[src/rtl/pe_pkg.sv]
// Shared types and default sizing for the vector MAC processing element.
package pe_pkg;

  localparam int LANES_D = 4;
  localparam int ACC_W_D = 32;
  localparam int ZP_D    = 128;
  localparam int LEN_W_D = 16;

  typedef enum logic [1:0] {
    IDLE  = 2'd0,
    ACCUM = 2'd1,
    DRAIN = 2'd2,
    OUT   = 2'd3
  } state_t;

  // Exact width of a per-beat lane sum: one 17-bit product per lane plus growth.
  function automatic int sum_w(input int lanes);
    return 17 + $clog2(lanes);
  endfunction

endpackage

[src/rtl/pe_lane_dot.sv]
// Combinational per-beat dot product: zero-point-corrected ifmap times weight, summed over lanes.
module pe_lane_dot
  import pe_pkg::*;
#(
  parameter int LANES = LANES_D,
  parameter int ZP    = ZP_D,
  parameter int SUM_W = sum_w(LANES_D)
) (
  input  logic [LANES*8-1:0]       ifmap,
  input  logic [LANES*8-1:0]       weight,
  output logic signed [SUM_W-1:0]  sum
);

  localparam logic signed [8:0] ZP9 = 9'(ZP);

  logic signed [LANES-1:0][16:0] term;

  // One 9x8 signed multiplier per lane; products fit 17 bits exactly.
  for (genvar g = 0; g < LANES; g++) begin : g_lane
    logic signed [8:0]  dx;
    logic signed [16:0] dx_e;
    logic signed [16:0] wt_e;
    assign dx        = $signed({1'b0, ifmap[g*8 +: 8]}) - ZP9;
    assign dx_e      = 17'(dx);
    assign wt_e      = 17'($signed(weight[g*8 +: 8]));
    assign term[g]   = dx_e * wt_e;
  end

  // Reduce lane products at full lane-sum width, so the result is exact.
  always_comb begin
    sum = '0;
    for (int i = 0; i < LANES; i++) begin
      sum = sum + SUM_W'($signed(term[i]));
    end
  end

endmodule

[src/rtl/pe_vec_mac.sv]
// Vector MAC processing element: job FSM, beat counter, two-stage accumulate
// pipeline with saturation, and a registered opsum/ovf output held until handshake.
module pe_vec_mac
  import pe_pkg::*;
#(
  parameter int LANES = LANES_D,
  parameter int ACC_W = ACC_W_D,
  parameter int ZP    = ZP_D,
  parameter int LEN_W = LEN_W_D
) (
  input  logic                     clk,
  input  logic                     rst,
  input  logic                     start,
  input  logic [LEN_W-1:0]         len,
  input  logic signed [ACC_W-1:0]  bias,
  output logic                     busy,
  input  logic                     in_valid,
  output logic                     in_ready,
  input  logic [LANES*8-1:0]       ifmap,
  input  logic [LANES*8-1:0]       weight,
  output logic                     out_valid,
  input  logic                     out_ready,
  output logic signed [ACC_W-1:0]  opsum,
  output logic                     ovf
);

  localparam int SUM_W = sum_w(LANES);
  localparam int EXT_W = ((ACC_W > SUM_W) ? ACC_W : SUM_W) + 1;

  localparam logic signed [ACC_W-1:0] ACC_MAX = {1'b0, {(ACC_W-1){1'b1}}};
  localparam logic signed [ACC_W-1:0] ACC_MIN = {1'b1, {(ACC_W-1){1'b0}}};

  state_t state, state_nx;

  logic [LEN_W-1:0]         len_q;
  logic [LEN_W-1:0]         cnt;
  logic [LEN_W-1:0]         cnt_inc;
  logic signed [SUM_W-1:0]  lane_sum;
  logic signed [SUM_W-1:0]  pipe_q;
  logic                     pipe_v;
  logic signed [ACC_W-1:0]  acc;
  logic                     acc_ovf;
  logic                     accept;
  logic                     start_ok;
  logic signed [EXT_W-1:0]  sum_x;
  logic signed [ACC_W-1:0]  sat_val;
  logic                     sat_hit;

  pe_lane_dot #(
    .LANES (LANES),
    .ZP    (ZP),
    .SUM_W (SUM_W)
  ) u_dot (
    .ifmap  (ifmap),
    .weight (weight),
    .sum    (lane_sum)
  );

  assign in_ready = (state == ACCUM);
  assign busy     = (state != IDLE);
  assign accept   = in_valid & in_ready;
  assign start_ok = (state == IDLE) & start;
  assign cnt_inc  = cnt + LEN_W'(1);

  // Widen before adding so the overflow check sees the true sum.
  always_comb begin
    sum_x   = EXT_W'(acc) + EXT_W'(pipe_q);
    sat_val = acc;
    sat_hit = 1'b0;
    if (sum_x > EXT_W'(ACC_MAX)) begin
      sat_val = ACC_MAX;
      sat_hit = 1'b1;
    end else if (sum_x < EXT_W'(ACC_MIN)) begin
      sat_val = ACC_MIN;
      sat_hit = 1'b1;
    end else begin
      sat_val = sum_x[ACC_W-1:0];
    end
  end

  // Next-state logic; start is only honoured from IDLE.
  always_comb begin
    state_nx = state;
    case (state)
      IDLE:    if (start) state_nx = (len == '0) ? DRAIN : ACCUM;
      ACCUM:   if (accept && (cnt_inc == len_q)) state_nx = DRAIN;
      DRAIN:   state_nx = OUT;
      OUT:     if (out_valid && out_ready) state_nx = IDLE;
      default: state_nx = IDLE;
    endcase
  end

  // State register.
  always_ff @(posedge clk or posedge rst) begin
    if (rst) state <= IDLE;
    else     state <= state_nx;
  end

  // Job capture, beat counter, stage-1 lane-sum register, stage-2 saturating accumulate.
  always_ff @(posedge clk or posedge rst) begin
    if (rst) begin
      len_q   <= '0;
      cnt     <= '0;
      pipe_q  <= '0;
      pipe_v  <= 1'b0;
      acc     <= '0;
      acc_ovf <= 1'b0;
    end else begin
      pipe_v <= accept;
      if (accept) begin
        pipe_q <= lane_sum;
        cnt    <= cnt_inc;
      end
      if (start_ok) begin
        len_q   <= len;
        cnt     <= '0;
        acc     <= bias;
        acc_ovf <= 1'b0;
      end else if (pipe_v) begin
        acc <= sat_val;
        if (sat_hit) acc_ovf <= 1'b1;
      end
    end
  end

  // Output register: captured once on entering OUT, then frozen until the handshake.
  always_ff @(posedge clk or posedge rst) begin
    if (rst) begin
      out_valid <= 1'b0;
      opsum     <= '0;
      ovf       <= 1'b0;
    end else begin
      if (start_ok) begin
        ovf <= 1'b0;
      end
      if ((state == OUT) && !out_valid) begin
        out_valid <= 1'b1;
        opsum     <= acc;
        ovf       <= acc_ovf;
      end else if (out_valid && out_ready) begin
        out_valid <= 1'b0;
      end
    end
  end

endmodule

[config.mk]
export PLATFORM = sky130hd
export DESIGN_NAME = pe_vec_mac
export DESIGN_NICKNAME = d
export VERILOG_FILES = /design/src/rtl/pe_pkg.sv /design/src/rtl/pe_lane_dot.sv /design/src/rtl/pe_vec_mac.sv
export SDC_FILE = /design/constraint.sdc
export NUM_CORES = 1
export LEC_CHECK = 0
export BUFFER_PORTS_ARGS = -buffer_cell sky130_fd_sc_hd__buf_2
export CORE_AREA = 3 3 197 199
export CTS_BUF_LIST = sky130_fd_sc_hd__clkbuf_2 sky130_fd_sc_hd__clkbuf_4 sky130_fd_sc_hd__clkbuf_8
export CTS_CLUSTER_SIZE = 14
export DETAILED_ROUTE_END_ITERATION = 12
export DIE_AREA = 0 0 200 202
export GPL_TIMING_DRIVEN = 0
export PLACE_DENSITY = 0.68
export SLEW_MARGIN = 10
export SYNTH_ARGS = -nofsm -noshare
export SYNTH_HDL_FRONTEND = slang
export SYNTH_SLANG_ARGS = --single-unit
[constraint.sdc]
create_clock -name clk -period 9.39 [get_ports clk]
set_clock_uncertainty 0.1 [all_clocks]
set_input_delay 0.939 -clock clk [delete_from_list [all_inputs] [get_ports clk]]
set_output_delay 0.939 -clock clk [all_outputs]
set_load 0.02 [all_outputs]
After elaboration in Yosys (flattened, before gate mapping)

Index checks and enable logic that the tools add are counted.
Widths: inputs -> output; s select.

Register bits after elaboration: 121
Output and inout bits: 36
Word-level logic and storage cells: 68

Add/subtract/negate cells: 9
Multipliers: 4
$lt $le $gt $ge: 2
Eq/ne operators: 7
Mux-type cells: 20
Bitwise operators: 2
Reductions and logical operators: 14

Operator list:

| operator              | number |
|---|---|
| $mux 32               | 4 |
| $mul 9x8->17          | 4 |
| $sub 8x8->9 const B   | 4 |
| $add 32x19->33        | 1 |
| $gt 33x32->1 const B  | 1 |
| $lt 33x32->1 const B  | 1 |
| $mux 16               | 2 |
| $add 18x17->19        | 1 |
| $add 19x17->19        | 1 |
| $add 17x17->18        | 1 |
| $add 16x1->16 const B | 1 |
| $eq 16x16->1          | 1 |
| $logic_not 16->1      | 1 |
| $reduce_bool 2->1     | 6 |
| $mux 1                | 9 |
| $mux 2                | 4 |
| $pmux 2 s4            | 1 |
| $eq 2x2->1 const B    | 2 |
| $ne 2x2->1 const B    | 2 |
| $logic_and 1x1->1     | 3 |
| $reduce_and 3->1      | 1 |
| $and 1x1->1           | 2 |
| $eq 2x1->1 const B    | 1 |
| $logic_not 2->1       | 1 |
| 3 further kinds       | 3 |

Longest topological paths before layout

Gate-level depths: netlist (run 1).

Depth in word-level cells: 7
Gate-level depth with buffers: 26

Cells and area by module

A second synthesis (run 1) with hierarchy kept.

Cells, all modules: 1954
Area, all modules: 18447.7 µm²

By module, submodules not included:

| module      | instances | cells an instance | area an instance (µm²) | sequential area each (µm²) |
|---|---|---|---|---|
| pe_lane_dot | 1         | 1137              | 11159.5                | 0.0 |
| pe_vec_mac  | 1         | 817               | 7288.2                 | 3027.9 |

Least setup slack after synthesis (run 1)

OpenSTA, ideal clock, no wires.

Kind: input to register
Start: input weight[8]
End: register pipe_q[18]
Arrival: 7.573 ns
Data required time: 9.221 ns
Slack: 1.647 ns
Stages on the path: 22
Cells stage by stage: nor2b_1 -> inv_1 -> fa_1 -> fa_1 -> inv_1 -> fa_1 -> fa_1 -> fa_1 -> fa_1 -> inv_1 -> fa_1 -> fa_1 -> inv_1 -> ha_1 -> or2_2 -> a21oi_1 -> a21oi_1 -> a41o_1 -> o41ai_2 -> o21ai_0 -> or3_1 -> nand3_1

Cells in the longest elaborated chain, start to end: 4

RTL lines:

| what                   | line              | RTL |
|---|---|---|
| start: declaration     | pe_vec_mac.sv:20  | `input logic [LANES*8-1:0] weight,` |
| $mul 9x8->17           | pe_lane_dot.sv:26 | `assign term[g] = dx_e * wt_e;` |
| $add 17x17->18         | pe_lane_dot.sv:33 | `sum = sum + SUM_W'($signed(term[i]));` |
| $add 18x17->19         | pe_lane_dot.sv:33 |  |
| $add 19x17->19         | pe_lane_dot.sv:33 |  |
| end signal: assignment | pe_vec_mac.sv:111 | `pipe_q <= lane_sum;` |
| end: declaration       | pe_vec_mac.sv:39  | `logic signed [SUM_W-1:0] pipe_q;` |

Every way passes these cells.
A chain may end at the register's enable or synchronous reset.

Final worst setup path (run 1)

Ends and elaborated chain as after synthesis.

==> impl_metrics.csv, run 1 <==
group,metric,value,unit
detailed_routing,vias_per_cell,5.10,
place,dp_cells,2613,
layout,final_cells,2645,
place,gp_congestion,0.880,
layout,nFillCells,3414,
setup_path,path_max_fanout,8,
clocking,clkLatencyLatePin,0.46,ns
setup_path,worstSetupEndpointType,"flop",
setup_path,worstSetupPathType,"input port to flop",
sta,period_minus_slack,8.10,ns
layout,nNetsFinal,2702,
logic_synthesis,synth_top_area_share,35.4,%
detailed_routing,ant_nets,0,
detailed_routing,drtPass1Iterations,5,
layout,drive_gt1_share,11.5,%
clocking,root_buffer,"clkbuf_8",
setup_path,worstReg2RegStart,"pipe_q[0]$_DFFE_PP0P_",
floorplanning,chipHeight,202,um
run,cap_violations,0,
setup_path,critPathMaxStageDelay,0.74,ns
setup_path,cp_common_cell,"fa_1",
clocking,clockBufferDepth,2,
setup_path,critPathLaunch,"weight[8]",
floorplanning,die_w,200,um
setup_path,path_delay_family,"adder cells",
logic_synthesis,synth_nets,2530,
setup_path,cp.arrival,8.40,ns
detailed_routing,drc,0,
sta,finalHoldViolCount,0,
sta,setup_tns,0,ns
global_routing,grt_pass1_vias,14500,
sta,period_share,86.3,%
setup_path,cp.required,9.69,ns
logic_synthesis,synth_area_leaders,"fa_1 35%, dfrtp_1 16%, ha_1 9.3%, inv_1 8.4%, nand2_1 4.4%",
layout,layout.cells.most_common_list,"411 x inv_1, 327 x fa_1, 216 x nand2_1, 155 x buf_2, 137 x ha_1",
floorplanning,fp-row-count,71,
logic_synthesis,async_reset_ff_share,100,%
detailed_routing,vias,13500,
clocking,postCtsResizedCells,0,
detailed_routing,drtIter0Drc,567,
layout,area_delta_synth_final,9.80,%
min_path,hold_start,"pipe_q[13]$_DFFE_PP0P_",
place,port_buffers,152,
sta,rsz0062_at_grt,"false",
sta,worstMarginPinSlew,0.895,ns
clocking,cts_hold_buf,0,
setup_path,crit_path_start_kind,"input port",
detailed_routing,drt_wl_total,43.8,mm
logic_synthesis,ys_seq_elements,121,
place,dpl.hpwl,38.6,mm
layout,diodes,0,
global_routing,grt_max_degree,62,
floorplanning,core_area,37400,sq um
setup_path,crit_buf_inv,5,
sta,holdWs,0.394,ns
logic_synthesis,synth_area_leader_cell,"fa_1",
clocking,cts_sinks,121,
logic_synthesis,yosysSeqAreaShare,16.4,%
status,status,"finished, final reports clean",
clocking,cts_tree,"done",
logic_synthesis,ys_warn_count,0,
logic_synthesis,synth_area_per_cell,9.48,sq um
clocking,clk_pin_slew_worst_paths,0.08,ns
logic_synthesis,netlist_area,18500,sq um
floorplanning,start_util,49.4,%
global_routing,grt.total_usage,22.7,%
floorplanning,io_pins,153,
global_routing,grt-ovfl-total,0,
clocking,cts_max_level,4,
sta,setup_violations,0,
floorplanning,die_area,40400,sq um
sta,max_slew_margin,40.2,%
clocking,cts_inserted_buffers,17,
setup_path,worstPathCellList,"buf_2, nor2b_1, inv_1, fa_1, fa_1, inv_1, fa_1, fa_1, fa_1, fa_1, inv_1, fa_1, fa_1, inv_1, ha_1, or2_2, a21oi_1, a21oi_1, a41o_1, o41ai_2, o21ai_0, or3_1, nand3_1",
clocking,post_cts_buffers,0,
setup_path,r2r_cells,12,
sta,fmax,0.123,GHz
setup_path,path_depth,23,
detailed_routing,wire_per_inst,16.6,um
logic_synthesis,ys.flop_type,"dfrtp_1",
global_routing,grt_first_pass_wirelength,72.7,mm
layout,layout_commonest_cell,"inv_1",
logic_synthesis,synthCells,1949,
global_routing,antenna_found_initial,1,
sta,maxSlewViolCount,0,
logic_synthesis,ys_types,65,
logic_synthesis,synth_edf_count,0,
min_path,hold_path.class,"flop to flop",
min_path,hold_depth,2,
setup_path,cpMaxStageDelayCell,"nor2b_1",
worst register-to-register path, delay by kind of cell (launching register included):
| family | cells | cell delay, ns |
|---|---|---|
| AO/OA/AOI/OAI | 8 | 1.77 |
| adder cells (fa/ha/maj) | 2 | 0.67 |
| flip-flops | 1 | 0.41 |
| buffers and inverters | 1 | 0.29 |
| AND/OR/NAND/NOR | 1 | 0.28 |
flip-flops by register name, indices dropped and copies added (netlist names):
| register | count |
|---|---|
| pipe_q | 19 |
| acc_ovf | 1 |
| out_valid | 1 |
| state | 2 |
| len_q | 16 |
| acc | 32 |
| cnt | 16 |
| opsum | 32 |
| pipe_v | 1 |
| ovf | 1 |
routing by layer:
| layer | global-route usage, % | share of wire, % | wire, um | up-vias |
|---|---|---|---|---|
| met1 | 29.0 | 42 | 18500 | 6721 |
| met4 | 7.65 | 3.3 | 1440 | 0 |
| met2 | 39.9 | 50 | 22100 | 297 |
| met3 | 2.60 | 4.0 | 1760 | 73 |
| li1 | - | - | - | 6396 |
| met5 | 0 | 0 | 0 | - |
cell type report:
type	instances	area (sq um)	area share, %
repair buffers	153	788	3.88
flip-flops and latches	121	3030	14.9
well taps	511	639	3.15
clock buffers	17	234	1.15
multi-input cells	1373	13700	67.7
clock inverters	15	145	0.715
inverters	412	1550	7.64
plain buffers	43	176	0.869
kinds of logic (layout without fill, tap and decap cells):
logic type / Yosys count / count (layout) / synth area share [%]
AO/OA/AOI/OAI: 235 / 235 / 8.25
XOR/XNOR: 80 / 80 / 3.79
adder cells (fa/ha/maj): 464 / 464 / 44.7
buffers and inverters: 455 / 640 / 9.32
flip-flops: 121 / 121 / 16.4
multiplexers: 39 / 39 / 2.36
AND/OR/NAND/NOR: 555 / 555 / 15.2
synth_stat cells, types with 4 or more instances:
library cell    n
fa_1          327
nor3b_1         6
nor2_1         50
mux2i_1         6
o21a_1          7
a221oi_1        4
dfrtp_1       121
nand2b_1       37
mux2_2         32
nor2b_1        26
ha_1          137
a31oi_1         6
nor3_1         13
xor2_1         32
a211oi_1        7
a21o_1         29
nand4_1         8
inv_1         412
o2111ai_1       4
nand2_1       216
and3_1          7
o21ai_1         7
nand3_1        20
o21ai_0        62
or3_1          34
xnor2_1        48
clkbuf_1       34
nor4_1          4
a21oi_1        67
o21bai_1        7
and2_1        119
o211ai_1        6
per-stage QoR:
step | util (%) | instance area [sq um] | setup slack [ns]
2_1_floorplan | - | 18500 | 1.65
3_3_place_gp | 53.2 | 19900 | 0.855
3_5_place_dp | 53.3 | 19900 | 0.684
4_1_cts | 54.3 | 20300 | 1.19
5_1_grt | 54.3 | 20300 | 0.850
6_report | 54.3 | 20300 | 1.29
path summary, 6_finish.rpt:
kind / to / slack (ns)
setup / recovery: pipe_q[18]$_DFFE_PP0P_ / 1.29
hold / removal: pipe_q[13]$_DFFE_PP0P_ / 0.39
setup reg to reg: acc[13]$_DFFE_PP0P_ / 5.74
hold reg to reg: pipe_q[13]$_DFFE_PP0P_ / 0.39
max in group asynchronous: opsum[0]$_DFFE_PP0P_ / 8.06
min in group asynchronous: state[0]$_DFFE_PP0P_ / 0.44
Power of run 1 is not shown: default switching activity piles up to over one toggle a cycle in this logic, so the estimate is an artifact.
==> run 2: changes to the inputs <==
--- a/config.mk
+++ b/config.mk
@@ -5,12 +5,13 @@
 export SDC_FILE = /design/constraint.sdc
 export NUM_CORES = 1
 export LEC_CHECK = 0
+export ABC_AREA = 1
 export BUFFER_PORTS_ARGS = -buffer_cell sky130_fd_sc_hd__buf_2
-export CORE_AREA = 3 3 197 199
+export CORE_AREA = 3 3 202 204
 export CTS_BUF_LIST = sky130_fd_sc_hd__clkbuf_2 sky130_fd_sc_hd__clkbuf_4 sky130_fd_sc_hd__clkbuf_8
 export CTS_CLUSTER_SIZE = 14
 export DETAILED_ROUTE_END_ITERATION = 12
-export DIE_AREA = 0 0 200 202
+export DIE_AREA = 0 0 205 207
 export GPL_TIMING_DRIVEN = 0
 export PLACE_DENSITY = 0.68
 export SLEW_MARGIN = 10
==> impl_metrics.csv, run 2 <==
group,metric,value,unit
status,status,"finished, final reports clean",
logic_synthesis,synth_area_leader_cell,"fa_1",
detailed_routing,wire_per_inst,15.4,um
logic_synthesis,ys_types,42,
sta,rsz0062_at_grt,"false",
sta,setup_tns,0,ns
floorplanning,die_area,42400,sq um
logic_synthesis,async_reset_ff_share,100,%
setup_path,worstSetupEndpointType,"flop",
setup_path,cp.arrival,7.80,ns
detailed_routing,drc,0,
sta,period_share,80.3,%
clocking,cts_max_level,4,
global_routing,antenna_found_initial,3,
logic_synthesis,synthCells,2442,
layout,layout.cells.most_common_list,"659 x inv_1, 628 x nand2_1, 327 x fa_1, 137 x ha_1, 121 x dfrtp_1",
logic_synthesis,ys_warn_count,0,
global_routing,grt_pass1_vias,16000,
sta,setup_violations,0,
logic_synthesis,synth_nets,3023,
global_routing,grt_first_pass_wirelength,79.3,mm
sta,finalHoldViolCount,0,
floorplanning,core_area,39500,sq um
clocking,cts_tree,"done",
layout,largestRegisters,"acc x32, opsum x32, pipe_q x19",
logic_synthesis,synth_top_area_share,33.7,%
run,cap_violations,0,
floorplanning,die_w,205,um
layout,drive_gt1_share,8.36,%
global_routing,grt_max_degree,63,
place,port_buffers,96,
setup_path,cp.required,9.65,ns
clocking,post_cts_buffers,0,
logic_synthesis,synth_area_leaders,"fa_1 34%, dfrtp_1 16%, inv_1 13%, nand2_1 12%, ha_1 8.8%",
detailed_routing,drt_wl_total,47.7,mm
layout,layout_commonest_cell,"inv_1",
global_routing,grt.total_usage,23.5,%
detailed_routing,drtPass1Iterations,5,
logic_synthesis,synth_area_per_cell,7.95,sq um
sta,period_minus_slack,7.54,ns
detailed_routing,drtIter0Drc,721,
detailed_routing,vias,15100,
layout,area_delta_synth_final,8.56,%
place,dpl.hpwl,42.0,mm
setup_path,worstSetupPathType,"input port to flop",
clocking,cts_inserted_buffers,17,
layout,fin_util,53.4,%
sta,max_slew_margin,41.8,%
logic_synthesis,yosysMostFrequentCell,"inv_1",
place,gp_congestion,0.901,
clocking,cts_sinks,121,
floorplanning,start_util,49.2,%
clocking,clk_pin_slew_worst_paths,0.08,ns
logic_synthesis,ys.flop_type,"dfrtp_1",
layout,nFillCells,3838,
logic_synthesis,yosysSeqAreaShare,15.6,%
clocking,root_buffer,"clkbuf_8",
floorplanning,chipHeight,207,um
clocking,clockBufferDepth,2,
detailed_routing,vias_per_cell,4.89,
logic_synthesis,netlist_area,19400,sq um
sta,fmax,0.133,GHz
clocking,cts_hold_buf,0,
layout,nNetsFinal,3139,
logic_synthesis,ys_seq_elements,121,
floorplanning,fp-row-count,73,
clocking,clkLatencyLatePin,0.47,ns
logic_synthesis,synthTopCellsByCount,"660 x inv_1, 628 x nand2_1, 327 x fa_1, 137 x ha_1, 121 x dfrtp_1",
clocking,postCtsResizedCells,0,
setup_path,crit_path_start_kind,"input port",
sta,worstMarginPinSlew,0.864,ns
sta,maxSlewViolCount,0,
min_path,hold_path.class,"flop to flop",
global_routing,grt-ovfl-total,0,
sta,holdWs,0.394,ns
logic_synthesis,synth_edf_count,0,
detailed_routing,ant_nets,0,
floorplanning,io_pins,153,
setup_path,path_max_fanout,8,
run 2: cell types whose count changed after synthesis, moves of 26 or more:
cell	previous run	this run
nand2_1	216	628
inv_1	412	660
and2_1	119	1
clkbuf_1	34	80
nor2_1	50	95
nand2b_1	37	0
nand3_1	20	57
or3_1	34	0
xnor2_1	48	17
o21ai_0	62	90
nor2b_1	26	0
run 2: cell families after synthesis:
group	Yosys count	share of synthesized area [%]
mux	32	1.86
buf+inv	748	14.7
simple gates	840	17.4
compound gates	187	5.35
fa+ha+maj	464	42.5
flops	121	15.6
xor+xnor	50	2.55
run 2: area by class of cell:
type | instances | area [sq um] | area share [%]
flip-flops and latches | 121 | 3030 | 14.4
diodes | 3 | 7.51 | 0.0356
clock inverters | 10 | 188 | 0.890
clock buffers | 22 | 297 | 1.41
repair buffers | 97 | 508 | 2.41
plain buffers | 86 | 360 | 1.71
inverters | 662 | 2490 | 11.8
well taps | 525 | 657 | 3.12
multi-input cells | 1573 | 13500 | 64.3
run 2: layer usage:
| layer | global-route usage [%] | wire [um] | vias to the layer above |
|---|---|---|---|
| li1 | - | - | 7337 |
| met5 | 0 | 0 | - |
| met2 | 42.7 | 25200 | 349 |
| met3 | 1.98 | 1550 | 79 |
| met4 | 8.77 | 1710 | 0 |
| met1 | 29.0 | 19300 | 7382 |
run 2: worst max-delay path: stages:
cell and delay, ns:
clkbuf_1 0.34, nand2_1 0.31, inv_1 0.29, fa_1 0.52
fa_1 0.53, inv_1 0.05, fa_1 0.50, inv_1 0.05
fa_1 0.50, fa_1 0.57, fa_1 0.42, fa_1 0.50
inv_1 0.05, fa_1 0.53, inv_1 0.07, ha_1 0.34
a21oi_1 0.17, a21boi_0 0.23, nand3_1 0.15, nand2_1 0.08
inv_1 0.05, o21ai_0 0.14, nand2_1 0.08, or2_2 0.27
nand3_1 0.07, nand2_1 0.05
run 2: per-stage QoR:
stage / instance area (sq um) / setup slack (ns) / cells
global placement: 20600 / 1.52 / 3063
floorplan: 19400 / 2.06 / 2442
global route: 21100 / 1.48 / 3099
finish: 21100 / 1.85 / 3099
CTS: 21100 / 1.91 / 3096
detailed placement: 20600 / 1.41 / 3064
run 2: worst paths after layout:
kind | cells after the start | end | start | slack [ns]
max in group asynchronous | 3 | acc[18]$_DFFE_PP0P_ | rst | 8.06
max reg2reg | 13 | acc[24]$_DFFE_PP0P_ | pipe_q[18]$_DFFE_PP0P_ | 6.35
min in group asynchronous | 2 | state[0]$_DFFE_PP0P_ | rst | 0.43
min reg2reg | 2 | pipe_q[14]$_DFFE_PP0P_ | pipe_q[14]$_DFFE_PP0P_ | 0.39
min | 2 | pipe_q[14]$_DFFE_PP0P_ | pipe_q[14]$_DFFE_PP0P_ | 0.39
max | 26 | pipe_q[17]$_DFFE_PP0P_ | weight[16] | 1.85
Power of run 2 is left out for the same reason.
==> run 3: changes to the inputs <==
--- a/config.mk
+++ b/config.mk
@@ -13,7 +13,7 @@
 export DETAILED_ROUTE_END_ITERATION = 12
 export DIE_AREA = 0 0 205 207
 export GPL_TIMING_DRIVEN = 0
-export PLACE_DENSITY = 0.68
+export PLACE_DENSITY = 0.7
 export SLEW_MARGIN = 10
 export SYNTH_ARGS = -nofsm -noshare
 export SYNTH_HDL_FRONTEND = slang
==> constraint.sdc (replaced) <==
create_clock -name clk -period 6.8 [get_ports clk]
set_clock_uncertainty 0.1 [all_clocks]
set_input_delay 0.68 -clock clk [delete_from_list [all_inputs] [get_ports clk]]
set_output_delay 0.68 -clock clk [all_outputs]
set_load 0.02 [all_outputs]
==> impl_metrics.csv, run 3 (synthesis gave the netlist of run 2 again) <==
group,metric,value,unit
detailed_routing,vias_per_cell,4.91,
setup_path,crit_path_start_kind,"input port",
setup_path,cpMaxStageDelayCell,"fa_1",
sta,worstMarginPinSlew,0.937,ns
sta,finalHoldViolCount,0,
detailed_routing,drtIter0Drc,747,
floorplanning,die_w,205,um
clocking,cts_sinks,121,
layout,layout_commonest_cell,"inv_1",
layout,seq_area,3030,sq um
setup_path,worstSetupPathType,"input port to flop",
sta,period_minus_slack,6.75,ns
clocking,clkLatencyLatePin,0.46,ns
place,dpl.hpwl,41.5,mm
setup_path,path_delay_family,"adder cells",
global_routing,grt-ovfl-total,0,
place,port_buffers,96,
detailed_routing,drtPass1Iterations,5,
setup_path,cp_common_cell,"fa_1",
setup_path,rr_endpoint,"acc[13]$_DFFE_PP0P_",
detailed_routing,ant_nets,0,
sta,maxSlewViolCount,0,
clocking,clk_pin_slew_worst_paths,0.09,ns
floorplanning,die_area,42400,sq um
global_routing,grt_max_degree,69,
global_routing,antenna_found_initial,3,
setup_path,r2r_cells,14,
place,dpl_worst_slack,-0.683,ns
detailed_routing,drt_wl_total,48.1,mm
detailed_routing,drc,0,
run,cap_violations,0,
setup_path,crit_buf_inv,10,
global_routing,grt_first_pass_wirelength,80.0,mm
setup_path,critPathMaxStageDelay,0.55,ns
floorplanning,io_pins,153,
setup_path,cp.arrival,7.00,ns
setup_path,path_depth,29,
clocking,clockBufferDepth,2,
global_routing,grt.total_usage,23.6,%
sta,holdWs,0.137,ns
min_path,hold_path.class,"input port to asynchronous set/reset pin",
layout,nNetsFinal,3159,
layout,area_delta_synth_final,10.6,%
place,gp_congestion,0.910,
setup_path,path_max_fanout,8,
layout,nFillCells,3725,
setup_path,cp.required,7.05,ns
clocking,cts_tree,"done",
setup_path,worstSetupEndpointType,"flop",
layout,fin_util,54.4,%
floorplanning,chipHeight,207,um
layout,multi_input_area,13800,sq um
sta,fmax,0.148,GHz
sta,max_slew_margin,36.9,%
sta,rsz0062_at_grt,"true",
setup_path,worstReg2RegStart,"pipe_q[18]$_DFFE_PP0P_",
floorplanning,core_area,39500,sq um
layout,drive_gt1_share,12.9,%
global_routing,grt_pass1_vias,16200,
sta,final.setup.worst_slack,0.0511,ns
sta,period_share,99.2,%
sta,setup_violations,0,
sta,setup_tns,0,ns
layout,largestRegisters,"acc x32, opsum x32, pipe_q x19",
detailed_routing,vias,15300,
status,status,"finished, final reports clean",
clocking,root_buffer,"clkbuf_8",
layout,layout.cells.most_common_list,"636 x inv_1, 617 x nand2_1, 321 x fa_1, 126 x ha_1, 121 x dfrtp_1",
detailed_routing,wire_per_inst,15.4,um
clocking,cts_max_level,4,
floorplanning,fp-row-count,73,
clocking,cts_inserted_buffers,17,
floorplanning,start_util,49.2,%
setup_path,reg2reg_slack,3.69,ns
## run 3: layer usage
metal	GRT usage (%)	wire length (um)
met5	0	20
met4	6.65	1240
met3	1.67	1530
met2	44.3	26000
met1	29.0	19300
## run 3: stage by stage
| stage | area (sq um) | instances |
|---|---|---|
| floorplan | 19500 | 2442 |
| global placement | 20600 | 3063 |
| detailed placement | 20700 | 3064 |
| CTS | 21100 | 3100 |
| global route | 21500 | 3118 |
| finish | 21500 | 3119 |
## run 3: worst max path at each step
stage	from	end	slack, ns
6_report	ifmap[15]	pipe_q[17]$_DFFE_PP0P_	0.05
5_1_grt	ifmap[15]	pipe_q[17]$_DFFE_PP0P_	-0.23
4_1_cts	ifmap[15]	pipe_q[17]$_DFFE_PP0P_	-0.03
3_5_place_dp	ifmap[7]	pipe_q[17]$_DFFE_PP0P_	-0.68
3_3_place_gp	weight[9]	pipe_q[14]$_DFFE_PP0P_	-0.53
2_1_floorplan	ifmap[5]	pipe_q[17]$_DFFE_PP0P_	0.002
## run 3: final cells by class
class	count	share of cell area [%]
multi-input combinational	1573	64.3
sequential	121	14.1
inverter	662	11.7
timing repair buffer	117	3.12
tap	525	3.06
buffer	86	1.89
clock buffer	18	1.15
clock inverter	14	0.635
antenna	3	0.0350
## run 3: what timing repair did
action | 4_1_cts | 5_1_grt
setup buffers | 4 | 16
hold buffers | 0 | 0
resized for setup | 27 | 83
endpoints found under the setup margin | 3 | 6
pin swaps | 7 | 45
hold endpoints to repair | 0 | 0
Power of run 3 is left out for the same reason.
